==> src/rtl/move_list_drain.sv <==
// Reader end of the column move FIFOs: drains columns 0..NCOL-1, unpacks 19-bit move slots,
// and hands legal-candidate moves downstream one per handshake. MOVE_DRAIN_STATS_EN adds cap_count.
module move_list_drain #(
    parameter int NCOL  = 8,
    parameter int SLOTS = 8,
    parameter int MOVW  = 19
) (
    input  logic                       clk,
    input  logic                       reset,
    input  logic                       start,
    input  logic [NCOL-1:0]            col_empty,
    input  logic [NCOL*SLOTS*MOVW-1:0] col_data,
    output logic [NCOL-1:0]            col_rden,
    output logic                       mov_valid,
    input  logic                       mov_ready,
    output logic [MOVW-1:0]            mov_data,
    output logic [7:0]                 mov_count,
    output logic                       busy,
    output logic                       all_done
`ifdef MOVE_DRAIN_STATS_EN
    ,
    output logic [7:0]                 cap_count
`endif
);

    localparam int WORDW    = SLOTS * MOVW;
    localparam int CW       = (NCOL > 1) ? $clog2(NCOL) : 1;
    localparam int SW       = (SLOTS > 1) ? $clog2(SLOTS) : 1;
    localparam int FLAG_INV = MOVW - 1;
    localparam int FLAG_CAP = MOVW - 7;

    typedef enum logic [2:0] {IDLE, WAITC, READ, LAT, UNPK, DONE} state_t;

    state_t            state_q, state_d;
    logic [CW-1:0]     col_q, col_d;
    logic [SW-1:0]     slot_q, slot_d;
    logic [WORDW-1:0]  word_q;
    logic [MOVW-1:0]   cur_move;
    logic              is_inv, is_end;
    logic              load_word, clr_stats, accept;

    // End marker and invalid slot share the inv flag; from==to distinguishes them.
    always_comb begin
        cur_move = word_q[slot_q*MOVW +: MOVW];
        is_inv   = cur_move[FLAG_INV];
        is_end   = is_inv && (cur_move[11:6] == cur_move[5:0]);
    end

    always_comb begin
        state_d   = state_q;
        col_d     = col_q;
        slot_d    = slot_q;
        col_rden  = '0;
        mov_valid = 1'b0;
        load_word = 1'b0;
        clr_stats = 1'b0;
        accept    = 1'b0;
        case (state_q)
            IDLE, DONE: begin
                if (start) begin
                    state_d   = WAITC;
                    col_d     = '0;
                    clr_stats = 1'b1;
                end
            end
            WAITC: begin
                if (!col_empty[col_q]) state_d = READ;
            end
            READ: begin
                col_rden[col_q] = 1'b1;
                state_d         = LAT;
            end
            LAT: begin
                load_word = 1'b1;
                slot_d    = '0;
                state_d   = UNPK;
            end
            UNPK: begin
                if (is_end) begin
                    if (col_q == CW'(NCOL - 1)) begin
                        state_d = DONE;
                    end else begin
                        col_d   = col_q + 1'b1;
                        state_d = WAITC;
                    end
                end else begin
                    mov_valid = !is_inv;
                    accept    = !is_inv && mov_ready;
                    if (is_inv || mov_ready) begin
                        // Word exhausted without an end marker: fetch the next word of this column.
                        if (slot_q == SW'(SLOTS - 1)) state_d = WAITC;
                        else                           slot_d  = slot_q + 1'b1;
                    end
                end
            end
            default: state_d = IDLE;
        endcase
        mov_data = mov_valid ? cur_move : '0;
        busy     = (state_q != IDLE) && (state_q != DONE);
        all_done = (state_q == DONE);
    end

    always_ff @(posedge clk or negedge reset) begin
        if (!reset) begin
            state_q   <= IDLE;
            col_q     <= '0;
            slot_q    <= '0;
            word_q    <= '0;
            mov_count <= '0;
        end else begin
            state_q <= state_d;
            col_q   <= col_d;
            slot_q  <= slot_d;
            if (load_word) word_q <= col_data[col_q*WORDW +: WORDW];
            if (clr_stats)                     mov_count <= '0;
            else if (accept && mov_count != '1) mov_count <= mov_count + 1'b1;
        end
    end

`ifdef MOVE_DRAIN_STATS_EN
    always_ff @(posedge clk or negedge reset) begin
        if (!reset) begin
            cap_count <= '0;
        end else if (clr_stats) begin
            cap_count <= '0;
        end else if (accept && cur_move[FLAG_CAP] && cap_count != '1) begin
            cap_count <= cap_count + 1'b1;
        end
    end
`endif

endmodule

==> config.mk <==
export PLATFORM = sky130hd
export DESIGN_NAME = move_list_drain
export DESIGN_NICKNAME = d
export VERILOG_FILES = /design/src/rtl/move_list_drain.sv
export SDC_FILE = /design/constraint.sdc
export NUM_CORES = 1
export LEC_CHECK = 0
export ABC_CLOCK_PERIOD_IN_PS = 4200
export BUFFER_PORTS_ARGS = -buffer_cell sky130_fd_sc_hd__buf_2
export CORE_AREA = 2 2 500 502
export DETAILED_ROUTE_END_ITERATION = 8
export DIE_AREA = 0 0 502 504
export PLACE_DENSITY = 0.31
export SLEW_MARGIN = 20
export SYNTH_ARGS = -nofsm -noshare
export SYNTH_HDL_FRONTEND = slang
export SYNTH_SLANG_ARGS = --single-unit
==> constraint.sdc <==
create_clock -name clk -period 4.2 [get_ports clk]
set_clock_uncertainty 0.2 [all_clocks]
set_input_delay 1.26 -clock clk [delete_from_list [all_inputs] [get_ports clk]]
set_output_delay 1.26 -clock clk [all_outputs]
set_load 0.05 [all_outputs]
# Yosys cells after proc, flatten, opt, wreduce, memory -nomap -nowiden
# Index checks and enable logic that the tools add are counted.
# Widths: inputs -> output; s select.
[word_totals] ff_bits=169 out_inout_bits=38
[classes] order_cmp=2 n_shift=2 addsub=3 mux=30 n_eq_ne=19 n_reduce_logical=16 multipliers=2
[op_table] cell="$shiftx 1216x12->152" n=1
[op_table] cell="$shiftx 152x9->19" n=1
[op_table] cell="$mux 3" n=12
[op_table] cell="$mux 8" n=3
[op_table] cell="$mux 19" n=1
[op_table] cell="$mul 3x5->8 const B" n=2
[op_table] cell="$pmux 3 s5" n=1
[op_table] cell="$ne 2x2->1 const B" n=7
[op_table] cell="$eq 3x3->1 const B" n=4
[op_table] cell="$pmux 3 s2" n=2
[op_table] cell="$reduce_and 4->1" n=3
[op_table] cell="$mux 1" n=9
[op_table] cell="$ne 3x3->1 const B" n=3
[op_table] cell="$add 8x1->8 const B" n=1
[op_table] cell="$ne 8x8->1 const B" n=1
[op_table] cell="$add 3x1->3 const B" n=2
[op_table] cell="$eq 3x2->1 const B" n=2
[op_table] cell="$eq 6x6->1" n=1
[op_table] cell="$reduce_bool 2->1" n=3
[op_table] cell="$logic_and 1x1->1" n=5
[op_table] cell="$lt 3x4->1 const B" n=1
[op_table] cell="$bmux 1 s3" n=1
[op_table] cell="$demux 1 s3" n=1
[op_table] cell="$eq 3x1->1 const B" n=1
[op_table] cell="6 further kinds" n=6

# Depth between registers and ports, before layout
# Gate-level depths: netlist (run 1).
[depth] depth_word=9 ltp_mapped=10 ltp_nobuf=7

# Least setup slack after synthesis (run 1)
# OpenSTA, ideal clock, no wires.
[synth_timing] kind="register -> output" start="register slot_q[0]" end="output port mov_data[10]" path_stages_with_launch=8 required_ns=2.740 path_slack_ns=-0.128 arrival_ns=2.868 path_cell_list="dfrtp_1 > buf_6 > buf_6 > mux4_2 > mux2i_1 > nand2_1 > clkbuf_1 > nor3_1"
[synth_between] elab_chain_cells=7 word_cells_on_any_way=8 classes_between="mul (1); eq/ne (1); shift (1); mux (3); reduce/logical (2)"
[synth_rtl] element="start, declared" line="36" text="logic [SW-1:0] slot_q, slot_d;"
[synth_rtl] element="start signal, assigned" line="113" text="slot_q <= slot_d;"
[synth_rtl] element="$mul 3x5->8 *" line="44" text="cur_move = word_q[slot_q*MOVW +: MOVW];"
[synth_rtl] element="$shiftx 152x9->19 *" line="44"
[synth_rtl] element="$eq 6x6->1" line="46" text="is_end = is_inv && (cur_move[11:6] == cur_move[5:0]);"
[synth_rtl] element="$logic_and 1x1->1" line="46"
[synth_rtl] element="$mux 1" line="79" text="if (is_end) begin"
[synth_rtl] element="$mux 1" line="58" text="case (state_q)"
[synth_rtl] element="$mux 19 *" line="98" text="mov_data = mov_valid ? cur_move : '0;"
[synth_rtl] element="end, declared" line="16" text="output logic [MOVW-1:0] mov_data,"
# Mark *: on every way between the ends. The rest lies on a longest branch, timed or not.

# Worst setup path in the final report (run 1)
[layout_timing] start="register slot_q[0]" end="output port mov_data[12]"
# The elaborated chain is that of the path after synthesis.

==> results of run 1 <==
==> worst max-delay path: stages (launching register included) <==
cell     delay [ns]
dfrtp_4        0.48
mux4_2         0.51
mux2i_1        0.17
buf_4          0.15
nand2_1        0.05
buf_4          0.18
buf_6          0.16
nor2_2         0.22
buf_4          0.16
buf_12         0.13
==> state kept, by name, summed over array words and instances (netlist names) <==
signal and cells:
mov_count 8, word_q 152, state_q 3, slot_q 3
col_q 3
==> through the flow <==
stage,std cells,TNS [ns],util
after floorplan,1277,-0.256,-
after global placement,5806,0,0.111
after detailed placement,5808,0,0.112
after CTS,5840,-0.102,0.114
after global routing,5873,-0.170,0.115
final,5929,0,0.115
==> power groups by stage <==
stage               combinational, mW  sequential (mW)  clock (mW)
finish                           5.65             3.10        1.65
global route                     6.17             3.20        1.77
CTS                              5.83             3.13        1.71
detailed placement               5.79             3.16           0
global placement                 5.67             3.17           0
floorplan                        2.93             2.71           0
==> cell type report <==
type	count	area share
clock inverters	14	0.00526
inverters	5	0.000658
multi-input cells	967	0.416
well taps	3330	0.146
flip-flops and latches	169	0.149
repair buffers	1339	0.260
clock buffers	18	0.0154
diodes	87	0.00763
==> worst paths after layout <==
path	start	end	cells after the start
max	slot_q[0]	mov_data[12]	9
min	word_q[29]	word_q[29]	2
max reg2reg	col_q[1]	word_q[129]	4
min reg2reg	word_q[29]	word_q[29]	2
max in group asynchronous	reset	word_q[96]	2
min in group asynchronous	reset	mov_count[4]	1
==> layout by cell type (no fill, tap or decap), drive strengths merged, types with 6 or more instances in the layout <==
master | Yosys | layout
nor3 | 9 | 9
o22ai | 6 | 6
inv | 5 | 11
o21ai | 156 | 156
buf | 63 | 1339
clkbuf | 73 | 18
mux2i | 171 | 171
dfrtp | 169 | 169
nand2 | 161 | 161
diode | 0 | 87
o211ai | 6 | 6
mux4 | 334 | 334
or2 | 7 | 7
xor2 | 6 | 6
nor2 | 34 | 34
clkinv | 0 | 8
and3 | 8 | 8
nand2b | 6 | 6
mux2 | 13 | 13
==> cell families (layout without fill, tap and decap cells) <==
family                     count (synthesis)  in the layout  share of synthesized area
other                                      1             88                   0.000227
and+or+nand+nor                          245            245                     0.0661
AOI/OAI and AO/OA                        189            189                     0.0625
xor gates and xnor gates                   9              9                    0.00476
buffers and inverters                    141           1376                     0.0382
muxes                                    518            518                      0.569
adders and majority gates                  5              5                    0.00378
DFF                                      169            169                      0.256
==> metal layers <==
layer | up-vias | global-route usage | wire length [um]
li1 | 7777 | - | -
met1 | 9442 | 0.201 | 86300
met2 | 1639 | 0.287 | 104000
met3 | 629 | 0.0807 | 26800
met4 | 190 | 0.0214 | 4740
met5 | - | 0 | 1280
==> synthesized netlist by cell type, types with 2 or more instances <==
library cell,n,area (um^2)
mux4_2,328,7390
mux2i_1,170,1700
dfrtp_1,169,4230
nand2_1,161,604
o21ai_0,155,776
clkbuf_1,73,274
nor2_1,32,120
buf_1,27,101
buf_2,27,135
mux2_2,10,113
nor3_1,9,45.0
and3_1,6,37.5
buf_6,6,67.6
mux4_1,6,158
nand2b_1,6,37.5
o211ai_1,6,45.0
o22ai_1,6,37.5
xor2_1,6,52.6
a211oi_1,5,37.5
ha_1,5,62.6
inv_1,5,18.8
nor2b_1,5,31.3
or2_1,5,31.3
a22oi_1,4,30.0
a21oi_1,3,15.0
nand3_1,3,15.0
nand4_1,3,18.8
xnor2_1,3,26.3
a32o_1,2,20.0
buf_4,2,15.0
mux2_4,2,30.0
or2_2,2,12.5
or3_1,2,12.5
==> repair_timing <==
item / CTS / global route
setup buffers: 0 / 2
pin swaps: 0 / 2
setup endpoints to repair: 7 / 12
gates resized for setup: 7 / 8
hold buffers: 0 / 0
==> results_dict.tcl, run 1 <==
set metrics [dict create \
    status "complete, no violations" \
    synth_fp_nets 2510 \
    grt_pass1_wl_mm 266 \
    drtIter0Drc 1246 \
    core-area_um2 248000 \
    gr-total-overflow 0 \
    firstDrtPassIters 5 \
    initial_core_util 0.0669 \
    cp.arrival_ns 2.70 \
    multi_input_area_um2 11900 \
    syn_inst 1277 \
    yosysSeqAreaShare 0.256 \
    path_class "reg2out" \
    layout_setup_ws_ns 0.0385 \
    cts_max_level 4 \
    drt-total-wl_mm 223 \
    clk_path_buf_depth 2 \
    hold_viol_final 0 \
    numCtsBuffers 17 \
    peakVddDrop_mv 0.351 \
    whs_ns 0.276 \
    slew_viol_final 0 \
    tightest_slew_ns 1.13 \
    p_total_mw 10.4 \
    pwr-share-clk 0.159 \
    p_sw_mw 4.80 \
    fp.dieW_um 502 \
    synth_area_um2 16500 \
    cts_tree "yes" \
    grt_util_all_layers 0.171 \
    grt_max_degree 87 \
    die_h_um 504 \
    drv_cap 0 \
    fin_crit_sh 0.991 \
    seq_area_um2 4250 \
    grt_antenna_before_repair 447 \
    hold_class "reg2reg" \
    post_synth.cell_area_avg_um2 13.0 \
    regToRegSetupSlack_ns 0.71 \
    first_global_vias 19483 \
    critPathMaxFanout 9 \
    slew-limit-headroom 0.223 \
    cts-root-buf "clkbuf_16" \
    portBuffers 1264 \
    rows 183 \
    fillers 28552 \
    synth.distinct_cells 56 \
    setup_violations 0 \
    clk_pin_slew_ns 0.09 \
    synth_top_flop_cell "dfrtp_1" \
    ant_nets 0 \
    async_flop_share 1.00 \
    crit_required_ns 2.74 \
    syn_to_final_growth_pct 72.4 \
    fin_area_um2 28500 \
    nets 3732 \
    gp_congestion 0.819 \
    fin_crit_ns 4.16 \
    wl_per_cell_um 37.6 \
    p_seq_frac 0.298 \
    intPower_mw 5.60 \
    rsz0062_at_grt "true" \
    cts.sinks 169 \
    critPathCaptureType "output pin" \
    switching_share 0.462 \
    fp.dieArea_um2 253000 \
    leakagePower_nw 11.1 \
    p_per_area_nw_per_um2 365 \
    io_pins 1266 \
    ys_warn_count 0 \
    vias 19677 \
    startpoint_type "flip-flop" \
    placed_area_um2 27600 \
    synth-edff-count 0 \
    pwr-share-comb 0.543 \
    insertion_delay_ns 0.47 \
    drcViolationCount 0 \
    dp_hpwl_mm 207 \
    ys_ff_latch 169 \
    place_ws_ns 0.420 \
    drive_gt1_frac 0.705 \
    viasPerCell 3.32 \
    fmax_ghz 0.240 \
]
Power figures use the tool's default switching activity.
==> run 2: changes to the inputs <==
--- a/config.mk
+++ b/config.mk
@@ -5,11 +5,11 @@
 export SDC_FILE = /design/constraint.sdc
 export NUM_CORES = 1
 export LEC_CHECK = 0
-export ABC_CLOCK_PERIOD_IN_PS = 4200
+export ABC_CLOCK_PERIOD_IN_PS = 5300
 export BUFFER_PORTS_ARGS = -buffer_cell sky130_fd_sc_hd__buf_2
-export CORE_AREA = 2 2 500 502
+export CORE_AREA = 2 2 497 499
 export DETAILED_ROUTE_END_ITERATION = 8
-export DIE_AREA = 0 0 502 504
+export DIE_AREA = 0 0 499 501
 export PLACE_DENSITY = 0.31
 export SLEW_MARGIN = 20
 export SYNTH_ARGS = -nofsm -noshare
==> constraint.sdc (replaced) <==
create_clock -name clk -period 5.3 [get_ports clk]
set_clock_uncertainty 0.2 [all_clocks]
set_input_delay 1.59 -clock clk [delete_from_list [all_inputs] [get_ports clk]]
set_output_delay 1.59 -clock clk [all_outputs]
set_load 0.05 [all_outputs]
==> results_dict.tcl, run 2 (synthesis results as in run 1) <==
set metrics [dict create \
    status "complete, no violations" \
    core-area_um2 245000 \
    drive_gt1_frac 0.691 \
    wl_per_cell_um 33.8 \
    first_global_vias 19215 \
    cts_setup_buffers 0 \
    initial_core_util 0.0676 \
    vias 18949 \
    startpoint_type "flip-flop" \
    crit_required_ns 3.51 \
    insertion_delay_ns 0.50 \
    layout_commonest_cell "buf_2" \
    fin_area_um2 28000 \
    cts.sinks 169 \
    tightest_slew_ns 1.18 \
    fmax_ghz 0.200 \
    grt_util_all_layers 0.151 \
    dp_hpwl_mm 180 \
    nets 3719 \
    placed_area_um2 27200 \
    peakVddDrop_mv 0.288 \
    cp.arrival_ns 3.20 \
    path_class "reg2out" \
    rows 182 \
    grt_pass1_wl_mm 237 \
    fin_tns_setup_ns 0 \
    gr-total-overflow 0 \
    rsz0062_at_grt "false" \
    fin_crit_sh 0.942 \
    regToRegSetupSlack_ns 1.58 \
    firstDrtPassIters 5 \
    whs_endpoint "word_q[34]" \
    largest-register "word_q" \
    largest_reg_flops 152 \
    viasPerCell 3.27 \
    cts_resized 0 \
    drt-total-wl_mm 196 \
    grt_antenna_before_repair 310 \
    slew_viol_final 0 \
    hold_depth 2 \
    reg2reg_depth 4 \
    final_cell_mix "buf_2 (1246), mux4_2 (328), dfrtp_1 (164), nand2_1 (161), mux2i_1 (159)" \
    fp.dieW_um 499 \
    drcViolationCount 0 \
    drtIter0Drc 1054 \
    gp_congestion 0.875 \
    clk_path_buf_depth 2 \
    fin_crit_ns 4.99 \
    timing.rr.end "word_q[20]" \
    cts_tree "yes" \
    hold_viol_final 0 \
    ant_nets 0 \
    setup_violations 0 \
    rr_startpoint "col_q[1]" \
    critPathCaptureType "output pin" \
    seq_area_um2 4250 \
    die_h_um 501 \
    portBuffers 1264 \
    critPathMaxFanout 14 \
    syn_to_final_growth_pct 69.2 \
    fillers 28338 \
    numCtsBuffers 17 \
    clk_pin_slew_ns 0.09 \
    grt_max_degree 179 \
    hold_class "reg2reg" \
    io_pins 1266 \
    leakagePower_nw 11.0 \
    cts_max_level 4 \
    multi_input_area_um2 11700 \
    cts-root-buf "clkbuf_16" \
    drv_cap 0 \
    fp.dieArea_um2 250000 \
    min_from "word_q[34]" \
    top_regs "word_q (152), mov_count (8)" \
    p_per_area_nw_per_um2 298 \
    ctsHoldBuffers 0 \
    slew-limit-headroom 0.189 \
]
-- run 2: changes by cell type in the layout (fill, tap and decap cells not counted), moves of 3 or more --
| cell | change |
|---|---|
| buf_12 | -10 |
| inv_6 | +4 |
| diode_2 | -15 |
| nor2_1 | +4 |
| mux2i_1 | +20 |
| clkinv_8 | +4 |
| clkinv_4 | -6 |
| buf_6 | -5 |
| and3_1 | +3 |
| mux2i_2 | -19 |
| inv_8 | -4 |
-- run 2: worst max path at each step --
stage,startpoint,endpoint,slack [ns],depth (start not counted)
final,slot_q[0],mov_data[11],0.31,6
after global routing,slot_q[0],mov_data[9],0.10,6
after CTS,slot_q[0],mov_data[14],0.21,6
after detailed placement,slot_q[0],mov_data[11],0.78,6
after global placement,slot_q[0],mov_data[12],0.76,6
after floorplan,slot_q[0],mov_data[10],0.64,7
-- run 2: stage by stage --
step	utilization	std cells	total power [mW]	hold slack (ns)	worst slack [ns]
after floorplan	-	1277	4.47	0.242	0.642
after global placement	0.111	5687	7.20	0.267	0.762
after detailed placement	0.111	5687	7.20	0.267	0.775
after CTS	0.114	5719	8.65	0.290	0.208
after global routing	0.114	5760	8.93	0.312	0.105
final	0.114	5791	8.34	0.285	0.309
-- run 2: layout make-up --
class                   instances  share of cell area
multi-input cells             967               0.419
well taps                    3220               0.144
repair buffers               1326               0.256
diodes                         72             0.00643
inverters                       5            0.000670
flip-flops and latches        169               0.152
clock buffers                  17              0.0152
clock inverters                15             0.00688
-- run 2: where the power goes --
group	internal, mW	total (mW)	switching, mW
Combinational	1.75	4.32	2.57
Sequential	1.90	2.62	0.722
Clock	0.647	1.39	0.745
Total	4.30	8.34	4.03
-- run 2: worst max-delay path, cell delays in order (launching register included) --
cell	delay, ns
dfrtp_2	0.45
mux4_2	0.53
mux2i_1	0.31
nand2_1	0.53
inv_1	0.41
and3_1	0.30
buf_12	0.17
-- run 2: layer usage --
metal | track usage | wire, um | vias to the layer above
li1 | - | - | 7721
met1 | 0.182 | 79300 | 9252
met2 | 0.250 | 90500 | 1410
met3 | 0.0560 | 18600 | 452
met4 | 0.0393 | 6530 | 114
met5 | 0 | 765 | -
==> run 3: changes to the inputs <==
--- a/config.mk
+++ b/config.mk
@@ -7,10 +7,10 @@
 export LEC_CHECK = 0
 export ABC_CLOCK_PERIOD_IN_PS = 5300
 export BUFFER_PORTS_ARGS = -buffer_cell sky130_fd_sc_hd__buf_2
-export CORE_AREA = 2 2 497 499
+export CORE_AREA = 4 4 485 487
 export DETAILED_ROUTE_END_ITERATION = 8
-export DIE_AREA = 0 0 499 501
-export PLACE_DENSITY = 0.31
+export DIE_AREA = 0 0 489 491
+export PLACE_DENSITY = 0.32
 export SLEW_MARGIN = 20
 export SYNTH_ARGS = -nofsm -noshare
 export SYNTH_HDL_FRONTEND = slang
==> results_dict.tcl, run 3 (synthesis results as in run 1) <==
set metrics [dict create \
    p_per_area_nw_per_um2 295 \
    setup_violations 0 \
    layout_commonest_cell "buf_2" \
    path_cells "mux4_2 -> mux2i_1 -> nand2_2 -> nor3_1 -> buf_12" \
    initial_core_util 0.0715 \
    critPathMaxFanout 15 \
    grt_pass1_wl_mm 258 \
    fin_tns_setup_ns 0 \
    critPathCaptureType "output pin" \
    dp_hpwl_mm 201 \
    gp_congestion 0.860 \
    gr-total-overflow 0 \
    portBuffers 1264 \
    drt-total-wl_mm 217 \
    slew_viol_final 0 \
    layout_setup_ws_ns 0.376 \
    fin_crit_sh 0.929 \
    die_h_um 491 \
    path_delay_family "simple AND/OR/NAND/NOR gates" \
    largest-register "word_q" \
    core-area_um2 231000 \
    hold_class "reg2reg" \
    largest_reg_flops 152 \
    drcViolationCount 0 \
    insertion_delay_ns 0.47 \
    drv_cap 0 \
    clk_pin_slew_ns 0.08 \
    ant_nets 0 \
    max_stage_delay_ns 0.58 \
    first_global_vias 19114 \
    fp.dieW_um 489 \
    path_class "reg2out" \
    whs_ns 0.286 \
    cp.arrival_ns 3.13 \
    cts_tree "yes" \
    final_cell_mix "buf_2 (1244), mux4_2 (328), dfrtp_1 (164), nand2_1 (160), o21ai_0 (155)" \
    rsz0062_at_grt "false" \
    wl_per_cell_um 38.8 \
    cts.sinks 169 \
    vias 19415 \
    drtIter0Drc 1420 \
    peakVddDrop_mv 0.256 \
    slew-limit-headroom 0.186 \
    io_pins 1266 \
    grt_antenna_before_repair 426 \
    critPathBufInv 1 \
    drive_gt1_frac 0.697 \
    syn_to_final_growth_pct 67.4 \
    ctsHoldBuffers 0 \
    grt_util_all_layers 0.174 \
    hold_viol_final 0 \
    nets 3689 \
    crit_required_ns 3.51 \
    viasPerCell 3.48 \
    cts-root-buf "clkbuf_16" \
    tightest_slew_ns 1.19 \
    startpoint_type "flip-flop" \
    status "complete, no violations" \
    fmax_ghz 0.203 \
    clk_path_buf_depth 2 \
    grt_max_degree 96 \
    cts_resized 0 \
    leakagePower_nw 10.9 \
    firstDrtPassIters 5 \
    p_total_mw 8.16 \
    cpMaxStageDelayCell "nor3_1" \
    cts_setup_buffers 0 \
    top_regs "word_q (152), mov_count (8)" \
    place_ws_ns 0.611 \
    rows 177 \
    cts_max_level 4 \
    fp.dieArea_um2 240000 \
    fin_crit_ns 4.92 \
    numCtsBuffers 17 \
]
run 3: worst register-to-register path, delay by kind of cell (launching register included):
kind                   cells  cell delay [ns]
AOI/OAI and AO/OA          1             0.17
buffers and inverters      2             1.29
DFF                        1             0.87
muxes                      2             1.42
run 3: layout make-up:
type | instances | area [um^2]
flip-flops and latches | 169 | 4250
inverters | 5 | 18.8
clock inverters | 15 | 206
multi-input cells | 967 | 11800
fillers | 26676 | 204000
well taps | 3043 | 3810
repair buffers | 1296 | 7000
diodes | 71 | 178
clock buffers | 17 | 425
run 3: final timing paths:
kind                                endpoint  cells past startpoint       start  slack (ns)
worst max register to register   word_q[133]                      5    col_q[2]        1.21
min in group asynchronous       mov_count[0]                      1       reset        0.83
worst min register to register    word_q[54]                      2  word_q[54]        0.29
worst min-delay path              word_q[54]                      2  word_q[54]        0.29
max in group asynchronous         word_q[21]                      2       reset        3.12
worst max-delay path            mov_data[10]                      5   slot_q[0]        0.38
run 3: power breakdown:
part | leakage, nW | switching (mW) | internal (mW)
clock | 0.301 | 0.684 | 0.686
sequential | 2.07 | 0.625 | 1.90
combinational | 8.54 | 2.49 | 1.77
run 3: layer usage:
layer  track usage  vias up  wire (um)
li1              -     7652          -
met1         0.204     9298      83800
met2         0.292     1654     101000
met3        0.0852      605      25900
met4        0.0217      206       4420
met5             0        -       1300
run 3: through the flow:
step	utilization	cell area (um^2)	std cells
2_1_floorplan	-	16500	1277
3_3_place_gp	0.115	26700	5476
3_5_place_dp	0.116	26900	5480
4_1_cts	0.119	27500	5512
5_1_grt	0.119	27600	5545
6_report	0.120	27700	5583
